## src/rtl/mips_muldiv_unit.sv

```systemverilog
// mips_muldiv_unit
//   Iterative radix-2 multiply/divide unit for the pipelined MIPS core.
//   Owns HI/LO and executes MULTU/MULT/DIVU/DIV. It also supports direct
//   HI/LO writes (MTHI/MTLO) and aborts an operation on a pipeline flush.
//
// Ports
//   clk            rising-edge clock
//   reset          asynchronous active-low reset
//   start, op      launch op (00 MULTU, 01 MULT, 10 DIVU, 11 DIV) from IDLE
//   a, b           rs / rt operands, sampled only when start is accepted
//   flush          abort the in-flight operation; HI/LO are left untouched
//   hi_we, lo_we   MTHI / MTLO strobes, honoured only in IDLE with start=0
//   wdata          MTHI / MTLO data
//   busy           an operation is in flight (RUN or FIX)
//   done           one-cycle pulse; HI/LO were just written with a result
//   hi, lo         HI / LO registers
//
// Handshake: start is a single-cycle request with no ready. It is taken
// only when the unit is idle (busy=0) and flush=0. It is silently dropped
// otherwise, so the hazard unit must hold off new mult/div while busy=1.
//
// Timing: the edge that accepts start moves the FSM to RUN with the
// counter at WIDTH. RUN performs WIDTH iterations. FIX applies the sign
// correction and writes HI/LO on its exit edge, and done is high in the
// following (IDLE) cycle. During that cycle a new start is accepted.

module mips_muldiv_unit #(
  parameter int WIDTH = 32,
  parameter int CNTW  = $clog2(WIDTH + 1)
) (
  input  logic             clk,
  input  logic             reset,
  input  logic             start,
  input  logic [1:0]       op,
  input  logic [WIDTH-1:0] a,
  input  logic [WIDTH-1:0] b,
  input  logic             flush,
  input  logic             hi_we,
  input  logic             lo_we,
  input  logic [WIDTH-1:0] wdata,
  output logic             busy,
  output logic             done,
  output logic [WIDTH-1:0] hi,
  output logic [WIDTH-1:0] lo
);

  typedef enum logic [1:0] {
    S_IDLE = 2'd0,
    S_RUN  = 2'd1,
    S_FIX  = 2'd2
  } state_e;

  state_e           state_q,   state_d;
  logic [CNTW-1:0]  cnt_q,     cnt_d;
  logic             is_div_q,  is_div_d;
  logic             neg_q,     neg_d;      // product / quotient negated
  logic             rem_neg_q, rem_neg_d;  // remainder takes sign of a
  logic             div0_q,    div0_d;     // divide by zero
  logic [WIDTH-1:0] opnd_q,    opnd_d;     // multiplicand or divisor magnitude
  logic [WIDTH-1:0] work_hi_q, work_hi_d;  // accumulator / partial remainder
  logic [WIDTH-1:0] work_lo_q, work_lo_d;  // multiplier / dividend -> quotient
  logic [WIDTH-1:0] hi_q,      hi_d;
  logic [WIDTH-1:0] lo_q,      lo_d;
  logic             done_q,    done_d;

  logic             a_neg, b_neg;
  logic [WIDTH-1:0] a_mag, b_mag;
  logic [WIDTH:0]   mul_sum;
  logic [WIDTH:0]   rem_shift;
  logic             div_ge;
  logic [WIDTH-1:0] div_diff;
  logic [2*WIDTH-1:0] prod_raw, prod_fix;
  logic [WIDTH-1:0] quo_fix, rem_fix;

  always_comb begin
    state_d   = state_q;
    cnt_d     = cnt_q;
    is_div_d  = is_div_q;
    neg_d     = neg_q;
    rem_neg_d = rem_neg_q;
    div0_d    = div0_q;
    opnd_d    = opnd_q;
    work_hi_d = work_hi_q;
    work_lo_d = work_lo_q;
    hi_d      = hi_q;
    lo_d      = lo_q;
    done_d    = 1'b0;

    // Operand magnitudes; op[0] selects the signed variants.
    a_neg = op[0] & a[WIDTH-1];
    b_neg = op[0] & b[WIDTH-1];
    a_mag = a_neg ? (~a + 1'b1) : a;
    b_mag = b_neg ? (~b + 1'b1) : b;

    // Shift-add step. The carry out of the add becomes the new top bit,
    // and the bit leaving the accumulator enters the multiplier register.
    mul_sum = {1'b0, work_hi_q} + {1'b0, (work_lo_q[0] ? opnd_q : '0)};

    // Restoring divide step. The shifted remainder needs WIDTH+1 bits.
    // When it is >= divisor, the difference is below the divisor, so it
    // fits in WIDTH bits.
    rem_shift = {work_hi_q, work_lo_q[WIDTH-1]};
    div_ge    = rem_shift >= {1'b0, opnd_q};
    div_diff  = rem_shift[WIDTH-1:0] - opnd_q;

    // Sign correction. With b=0 the engine leaves remainder=|a|, so the
    // "sign of a" fix rebuilds the original a. Only LO needs forcing.
    prod_raw = {work_hi_q, work_lo_q};
    prod_fix = neg_q ? (~prod_raw + 1'b1) : prod_raw;
    quo_fix  = div0_q ? '1 : (neg_q ? (~work_lo_q + 1'b1) : work_lo_q);
    rem_fix  = rem_neg_q ? (~work_hi_q + 1'b1) : work_hi_q;

    case (state_q)
      S_IDLE: begin
        if (start && !flush) begin
          state_d   = S_RUN;
          cnt_d     = CNTW'(WIDTH);
          is_div_d  = op[1];
          neg_d     = a_neg ^ b_neg;
          rem_neg_d = a_neg;
          div0_d    = op[1] & (b == '0);
          opnd_d    = op[1] ? b_mag : a_mag;
          work_lo_d = op[1] ? a_mag : b_mag;
          work_hi_d = '0;
        end else if (!start) begin
          if (hi_we) hi_d = wdata;
          if (lo_we) lo_d = wdata;
        end
      end
      S_RUN: begin
        if (flush) begin
          state_d = S_IDLE;
        end else begin
          if (is_div_q) begin
            work_hi_d = div_ge ? div_diff : rem_shift[WIDTH-1:0];
            work_lo_d = {work_lo_q[WIDTH-2:0], div_ge};
          end else begin
            work_hi_d = mul_sum[WIDTH:1];
            work_lo_d = {mul_sum[0], work_lo_q[WIDTH-1:1]};
          end
          cnt_d = cnt_q - 1'b1;
          if (cnt_q == CNTW'(1)) state_d = S_FIX;
        end
      end
      S_FIX: begin
        state_d = S_IDLE;
        if (!flush) begin
          done_d = 1'b1;
          if (is_div_q) begin
            hi_d = rem_fix;
            lo_d = quo_fix;
          end else begin
            hi_d = prod_fix[2*WIDTH-1:WIDTH];
            lo_d = prod_fix[WIDTH-1:0];
          end
        end
      end
      default: state_d = S_IDLE;
    endcase
  end

  always_ff @(posedge clk or negedge reset) begin
    if (!reset) begin
      state_q   <= S_IDLE;
      cnt_q     <= '0;
      is_div_q  <= 1'b0;
      neg_q     <= 1'b0;
      rem_neg_q <= 1'b0;
      div0_q    <= 1'b0;
      opnd_q    <= '0;
      work_hi_q <= '0;
      work_lo_q <= '0;
      hi_q      <= '0;
      lo_q      <= '0;
      done_q    <= 1'b0;
    end else begin
      state_q   <= state_d;
      cnt_q     <= cnt_d;
      is_div_q  <= is_div_d;
      neg_q     <= neg_d;
      rem_neg_q <= rem_neg_d;
      div0_q    <= div0_d;
      opnd_q    <= opnd_d;
      work_hi_q <= work_hi_d;
      work_lo_q <= work_lo_d;
      hi_q      <= hi_d;
      lo_q      <= lo_d;
      done_q    <= done_d;
    end
  end

  assign busy = (state_q != S_IDLE);
  assign done = done_q;
  assign hi   = hi_q;
  assign lo   = lo_q;

endmodule

```

## config.mk

```make
export PLATFORM = sky130hd
export DESIGN_NAME = mips_muldiv_unit
export DESIGN_NICKNAME = d
export VERILOG_FILES = /design/src/rtl/mips_muldiv_unit.sv
export SDC_FILE = /design/constraint.sdc
export NUM_CORES = 1
export LEC_CHECK = 0
export ABC_AREA = 1
export CORE_MARGIN = 1
export CORE_UTILIZATION = 49
export CTS_BUF_LIST = sky130_fd_sc_hd__clkbuf_4 sky130_fd_sc_hd__clkbuf_8
export DETAILED_ROUTE_END_ITERATION = 12
export PLACE_DENSITY_LB_ADDON = 0.2
export SYNTH_ARGS = -nofsm -noshare
export SYNTH_HDL_FRONTEND = slang
export SYNTH_SLANG_ARGS = --single-unit
```

## constraint.sdc

```tcl
create_clock -name clk -period 3.25 [get_ports clk]
set_clock_uncertainty 0.15 [all_clocks]
set_input_delay 0.65 -clock clk [delete_from_list [all_inputs] [get_ports clk]]
set_output_delay 0.65 -clock clk [all_outputs]
set_load 0.005 [all_outputs]
```

==> summary.md, run 1 <==
| Metric | Value |
|---|---|
| Mapped Cells | 3172 |
| Overall Global Routing Usage | 0.427 |
| CTS tree | done |
| Final worst path period need | 3.02 ns |
| Initial antenna violation count | 0 |
| Slowest-stage cell, CP | dfrtp_1 |
| DR pass1 iterations | 6 |
| Die width | 196 um |
| Pwr per Cell Area | 870 nW/um2 |
| Hold Path Stages | 2 |
| Sequential Area | 4330 um2 |
| Grt ovf | 0 |
| Worst-path cell chain | buf_12, nand2_1, inv_1, ha_1, nand2_1, inv_1, a21oi_1, nand2_1, nand2_1, nand2_1, nand3_1, nand2_1, nand2_1, nand3_1, nand2_1, inv_1, nand2_1, nand2_1 |
| Syn_nets | 3348 |
| Max_cap viols | 0 |
| CTS H-tree lvls | 4 |
| Internal power | roughly 0.008 W |
| RePlAce Congestion | 1.14 |
| CP max FO | 36 |
| CP startpoint kind | flop |
| Worst r2r dst | work_hi_q[30] |
| Setup violators final | 0 |
| Sink Count | 173 |
| Initial Util | 0.501 |
| Yosys reg bits | 173 |
| Worst r2r src | work_lo_q[0] |
| GR Util met1 | 0.594 |
| Final setup margin | 0.230 ns |
| Post-synth EDFFs | 0 |
| Critical path class | flop to flop |
| Worst vdd ir | 0.000468 V |
| Sum Neg Setup Slack | 0 ns |
| Number of global-route vias before repair | around 21000 |
| Register area share after synthesis | 0.235 |
| R2R depth | 18 |
| Drc violations | 0 |
| Post-CTS setup buffer count | 0 |
| Worst min-delay path category | flop to flop |
| Critical Path End | work_hi_q[30] |
| Main synth FF type | dfrtp_1 |
| Total wire length | 83.0 mm |
| Clock share of power | 0.094 |
| Combinational power share | 0.698 |
| Commonest non-fill, non-tap cell in the layout | nand2_1 |
| Row count | 70 |
| Crit path from | work_lo_q[0] |
| Most used cell, CP | nand2_1 |
| Final max-slew violation count | 0 |
| R2r setup slk | 0.23 ns |
| Fillers | 3759 |
| Worst-path clk slew | between 0.1 and 0.15 ns |
| Core area | 36800 um2 |
| Fin area | about 21000 um2 |
| Post-Syn Area | 18400 um2 |
| Initial drt markers | 2998 |
| Total CTS buffers | 17 |
| Crit path DAT | 3.29 ns |
| Root Driver | clkbuf_8 |
| Vias/cell | approximately 6 |
| Relative slew slack | 0.240 |
| Placed inst area | 21000 um2 |
| Period utilisation layout | 0.929 |
| Largest net degree at the start of global routing | 63 |
| Most frequent cells in the layout | nand2_1, inv_1, nor2_1 |
| RSZ-0062 raised after global routing | false |
| Leak | 10.8 nW |
| DR WL/cell | 21.7 um |
| Share of flip-flops with an asynchronous set or reset | 1.00 |
| Most used routing layer | met2 |
| Crit. End Element | flop |
| First-pass GRT wire length | 124 mm |
| CP peak stage delay | between 0.4 and 0.5 ns |
| DRT antenna net count | 0 |
| DR vias | between 20000 and 25000 |
| Clk_lat worst skew | about 0.54 ns |
| Fraction of layout cells with a size suffix above 1 | 0.0551 |
| Critical path depth | 18 |
| Area delta synth->final | 16.4% |
| Final hold viol count | 0 |
| DP Worst Slack | 0.253 ns |
| Switching share of power | 0.581 |
| Met3 Track Usage GR | 0.100 |
| Worst-margin pin slew | 1.13 ns |
| Outcome | finished clean |
| CTS max path bufs | 2 |
| Met2 capacity usage during global routing | 0.622 |
| Ports | 170 |
| Port buffer count | 169 |
| Worst EP required | between 3 and 4 ns |
| Syn. warnings | 0 |
| Peak Freq | 331 MHz |
| Die area | 38400 um2 |
| DP Wirelength | 67.3 mm |
| Sequential Power Share | 0.209 |
| Final #Nets | 3519 |
| Worst path top cell family by delay | simple AND/OR/NAND/NOR gates |
| NetSw | around 0.011 W |
| Area of the multi-input gates | 12000 um2 |
| Chip Height | 196 um |
| Synth Area per Inst | 5.82 um2 |
| WP buf/inv | 4 |
| Synth unique cells | 55 |
[state kept, by name, indices dropped and copies added (netlist names)]
signal	count
is_div_q	1
div0_q	1
cnt_q	6
work_hi_q	32
rem_neg_q	1
done	1
state_q	2
lo	32
work_lo_q	32
opnd_q	32
neg_q	1
hi	32
[metal layers]
metal / share of wire / vias up
met4: 0.051 / 0
met5: 0 / -
met1: 0.41 / 10700
met3: 0.13 / 203
li1: - / 10600
met2: 0.41 / 1527
[area by class of cell]
type | instances | area share
Multi-Input combinational cell | 2450 | 0.559
Tap cell | 468 | 0.0273
Clock inverter | 15 | 0.00991
Timing Repair Buffer | 260 | 0.114
Inverter | 441 | 0.0772
Clock buffer | 17 | 0.0109
Sequential cell | 173 | 0.202
Antenna cell | 1 | 0.000117
[worst reg2reg max path, cell delays in order, from the launching register on]
cell and delay, ns:
dfrtp_1 0.44, buf_12 0.20, nand2_1 0.20, inv_1 0.07
ha_1 0.34, nand2_1 0.16, inv_1 0.05, a21oi_1 0.33
nand2_1 0.14, nand2_1 0.10, nand2_1 0.14, nand3_1 0.14
nand2_1 0.06, nand2_1 0.06, nand3_1 0.07, nand2_1 0.08
inv_1 0.07, nand2_1 0.06, nand2_1 0.05
[cells in the mapped netlist (all sizes together) (21+ instances only)]
cell type | count | area share
nand3 | 345 | 0.094
nand2 | 923 | 0.19
buf | 44 | 0.012
xor2 | 38 | 0.018
o21ai | 173 | 0.048
ha | 70 | 0.047
nor2 | 391 | 0.083
o211ai | 31 | 0.013
inv | 436 | 0.089
nand4 | 53 | 0.018
a21oi | 228 | 0.062
clkbuf | 64 | 0.013
a22oi | 21 | 0.0085
nor3 | 26 | 0.0073
dfrtp | 173 | 0.23
or2 | 25 | 0.0085
[power by group through the flow]
stage                     combinational (W)  sequential (W)  clock, W
after floorplan                     0.00789         0.00353         0
after global placement               0.0123         0.00382         0
after detailed placement             0.0124         0.00384         0
after CTS                            0.0125         0.00380   0.00175
after global routing                 0.0141         0.00392   0.00183
final                                0.0130         0.00390   0.00175
[through the flow]
| stage | util | hold WS (ns) | instances | power (W) |
|---|---|---|---|---|
| 3_3_place_gp | 0.571 | 0.315 | 3791 | 0.0162 |
| 5_1_grt | 0.584 | 0.387 | 3824 | 0.0198 |
| 4_1_cts | 0.584 | 0.349 | 3824 | 0.0181 |
| 3_5_place_dp | 0.571 | 0.319 | 3791 | 0.0163 |
| 6_report | 0.584 | 0.352 | 3825 | 0.0187 |
| 2_1_floorplan | - | 0.204 | 3172 | 0.0114 |
[how the worst min path moves through the flow]
| stage | from | end |
|---|---|---|
| final | hi[3] | hi[3] |
| after floorplan | reset | cnt_q[0] |
| after global placement | hi[8] | hi[8] |
| after global routing | lo[31] | lo[31] |
| after CTS | hi[3] | hi[3] |
| after detailed placement | hi[3] | hi[3] |
[what timing repair did]
item	4_1_cts	5_1_grt
endpoints found under the setup margin	0	1
hold endpoints to repair	50	0
hold buffers	1	0
gates resized for setup	0	1
[kinds of logic (layout without fill, tap and decap cells)]
family | count (synthesis) | after routing | share of synthesized area
other cells | 0 | 1 | 0
flops | 173 | 173 | 0.235
simple gates | 1796 | 1796 | 0.412
buf+inv | 549 | 733 | 0.115
xor+xnor | 49 | 49 | 0.0233
fa+ha+maj | 72 | 72 | 0.0496
compound gates | 533 | 533 | 0.165
Power figures use the tool's default switching activity.
==> run 2: changes to the inputs <==
==> constraint.sdc (replaced) <==
create_clock -name clk -period 2.9 [get_ports clk]
set_clock_uncertainty 0.15 [all_clocks]
set_input_delay 0.58 -clock clk [delete_from_list [all_inputs] [get_ports clk]]
set_output_delay 0.58 -clock clk [all_outputs]
set_load 0.005 [all_outputs]
==> summary.md, run 2 (synthesized netlist as in run 1, its figures left out) <==
| Metric | Value |
|---|---|
| Initial Util | 0.501 |
| First-pass GRT wire length | 127 mm |
| R2R depth | 13 |
| Final worst path period need | 2.83 ns |
| Pwr per Cell Area | 983 nW/um2 |
| Crit path from | work_lo_q[0] |
| Fin area | 22400 um2 |
| Leak | between 10 and 15 nW |
| Final hold viol count | 0 |
| Chip Height | slightly below 200 um |
| Worst r2r src | work_lo_q[0] |
| Sink Count | ~170 |
| Total CTS buffers | 17 |
| Crit. End Element | flop |
| CP max FO | 31 |
| Row count | 70 |
| Crit path DAT | 3.08 ns |
| Sum Neg Setup Slack | 0 ns |
| HP Start | hi[7] |
| CTS tree | done |
| Number of global-route vias before repair | 21300 |
| Worst-path clk slew | 0.11 ns |
| Grt ovf | 0 |
| Vias/cell | 6.01 |
| Area delta synth->final | 21.4% |
| Port buffer count | 169 |
| Clk_lat worst skew | roughly 0.50 ns |
| CP peak stage delay | roughly 0.44 ns |
| Period utilisation layout | 0.975 |
| Post-Layout Cell Count | 3921 |
| RePlAce Congestion | 1.11 |
| Initial drt markers | 3331 |
| Setup violators final | 0 |
| Drc violations | 0 |
| Worst-path cell chain | buf_12, nand2_1, inv_1, ha_2, nand2_1, nor2_1, inv_1, nor2_1, nand4_1, nand4_1, nand3_1, nand4_1, nand2_1 |
| Final max-slew violation count | 0 |
| Worst-margin pin slew | 0.825 ns |
| Die width | 196 um |
| CTS max path bufs | 2 |
| DR pass1 iterations | 8 |
| Root Driver | clkbuf_8 |
| Overall Global Routing Usage | 0.437 |
| Hold Path Stages | 2 |
| Die area | 38400 um2 |
| RSZ-0062 raised after global routing | true |
| DR WL/cell | 21.6 um |
| Worst EP required | 3.16 ns |
| Max_cap viols | 0 |
| Initial antenna violation count | 0 |
| DRT antenna net count | 0 |
| Most frequent cells in the layout | nand2_1, inv_1, nor2_1 |
| Largest net degree at the start of global routing | 85 |
| Relative slew slack | 0.449 |
| Fraction of layout cells with a size suffix above 1 | 0.0909 |
| CTS H-tree lvls | 4 |
| Slowest-stage cell, CP | dfrtp_1 |
| DP Wirelength | 69.3 mm |
| Ports | 170 |
| Critical path class | flop to flop |
| Worst min-delay path category | flop to flop |
| DR vias | 23600 |
| Peak Freq | 354 MHz |
| Antenna cells | 0 |
| Total wire length | 84.8 mm |
| Placed cells | a little under 4000 |
| Core area | between 30000 and 40000 um2 |
| Commonest non-fill, non-tap cell in the layout | nand2_1 |
| Final hold slack | 0.350 ns |
| Final #Nets | ~3600 |
| Placed inst area | 21800 um2 |
| Worst vdd ir | 0.000670 V |
| Outcome | finished clean |
| CP startpoint kind | flop |
run 2: cell count changes in the layout (fill, tap and decap cells not counted), moves of 4 or more:
| cell | delta |
|---|---|
| a21oi_2 | +6 |
| nor2_1 | -7 |
| ha_2 | +6 |
| a21oi_1 | -6 |
| ha_4 | +4 |
| buf_4 | +90 |
| ha_1 | -10 |
| buf_12 | +7 |
| nor2_2 | +7 |
run 2: worst max-delay path: cells and delay by family (launching register included):
family / cells / cell delay [ns]
buffers and inverters: 3 / 0.37
adders and majority gates: 1 / 0.41
and+or+nand+nor: 9 / 1.35
DFF: 1 / 0.44
run 2: final timing paths:
kind | slack, ns | endpoint
min in group asynchronous | 0.47 | opnd_q[25]
max in group asynchronous | 1.34 | opnd_q[4]
max | 0.07 | work_hi_q[17]
max reg2reg | 0.07 | work_hi_q[17]
min | 0.35 | hi[7]
min reg2reg | 0.35 | hi[7]
run 2: area by class of cell:
type	instances	area, um2
fillers	3631	14400
repair buffers	357	3260
clock buffers	17	234
inverters	441	1660
clock inverters	15	193
multi-input cells	2450	12100
flip-flops and latches	173	4330
well taps	468	586
run 2: what timing repair did:
| action | in CTS | in global routing |
|---|---|---|
| hold buffers | 1 | 0 |
| hold endpoints to repair | 49 | 0 |
| setup endpoints to repair | 0 | 32 |
| gates resized for setup | 0 | 36 |
| buffers inserted | 0 | 3 |
run 2: power by group:
part / switching [W] / leakage (nW) / internal (W)
registers: 0.000998 / 2.04 / 0.00322
clock network: 0.00115 / 0.211 / 0.000740
logic: 0.0103 / 9.01 / 0.00565
total: 0.0124 / 11.3 / 0.00961
run 2: routing by layer:
layer / wire, um / GRT usage
met5: 0 / 0
met4: 5120 / 0.226
met3: 10800 / 0.0970
met2: 34600 / 0.634
met1: 34200 / 0.605
run 2: per-stage QoR:
| stage | total power [W] | utilization | setup WS [ns] |
|---|---|---|---|
| 2_1_floorplan | 0.0128 | - | 0.163 |
| 3_3_place_gp | 0.0190 | 0.592 | -0.249 |
| 3_5_place_dp | 0.0192 | 0.592 | -0.186 |
| 4_1_cts | 0.0211 | 0.604 | 0.0530 |
| 5_1_grt | 0.0234 | 0.609 | -0.0111 |
| 6_report | 0.0220 | 0.609 | 0.0729 |
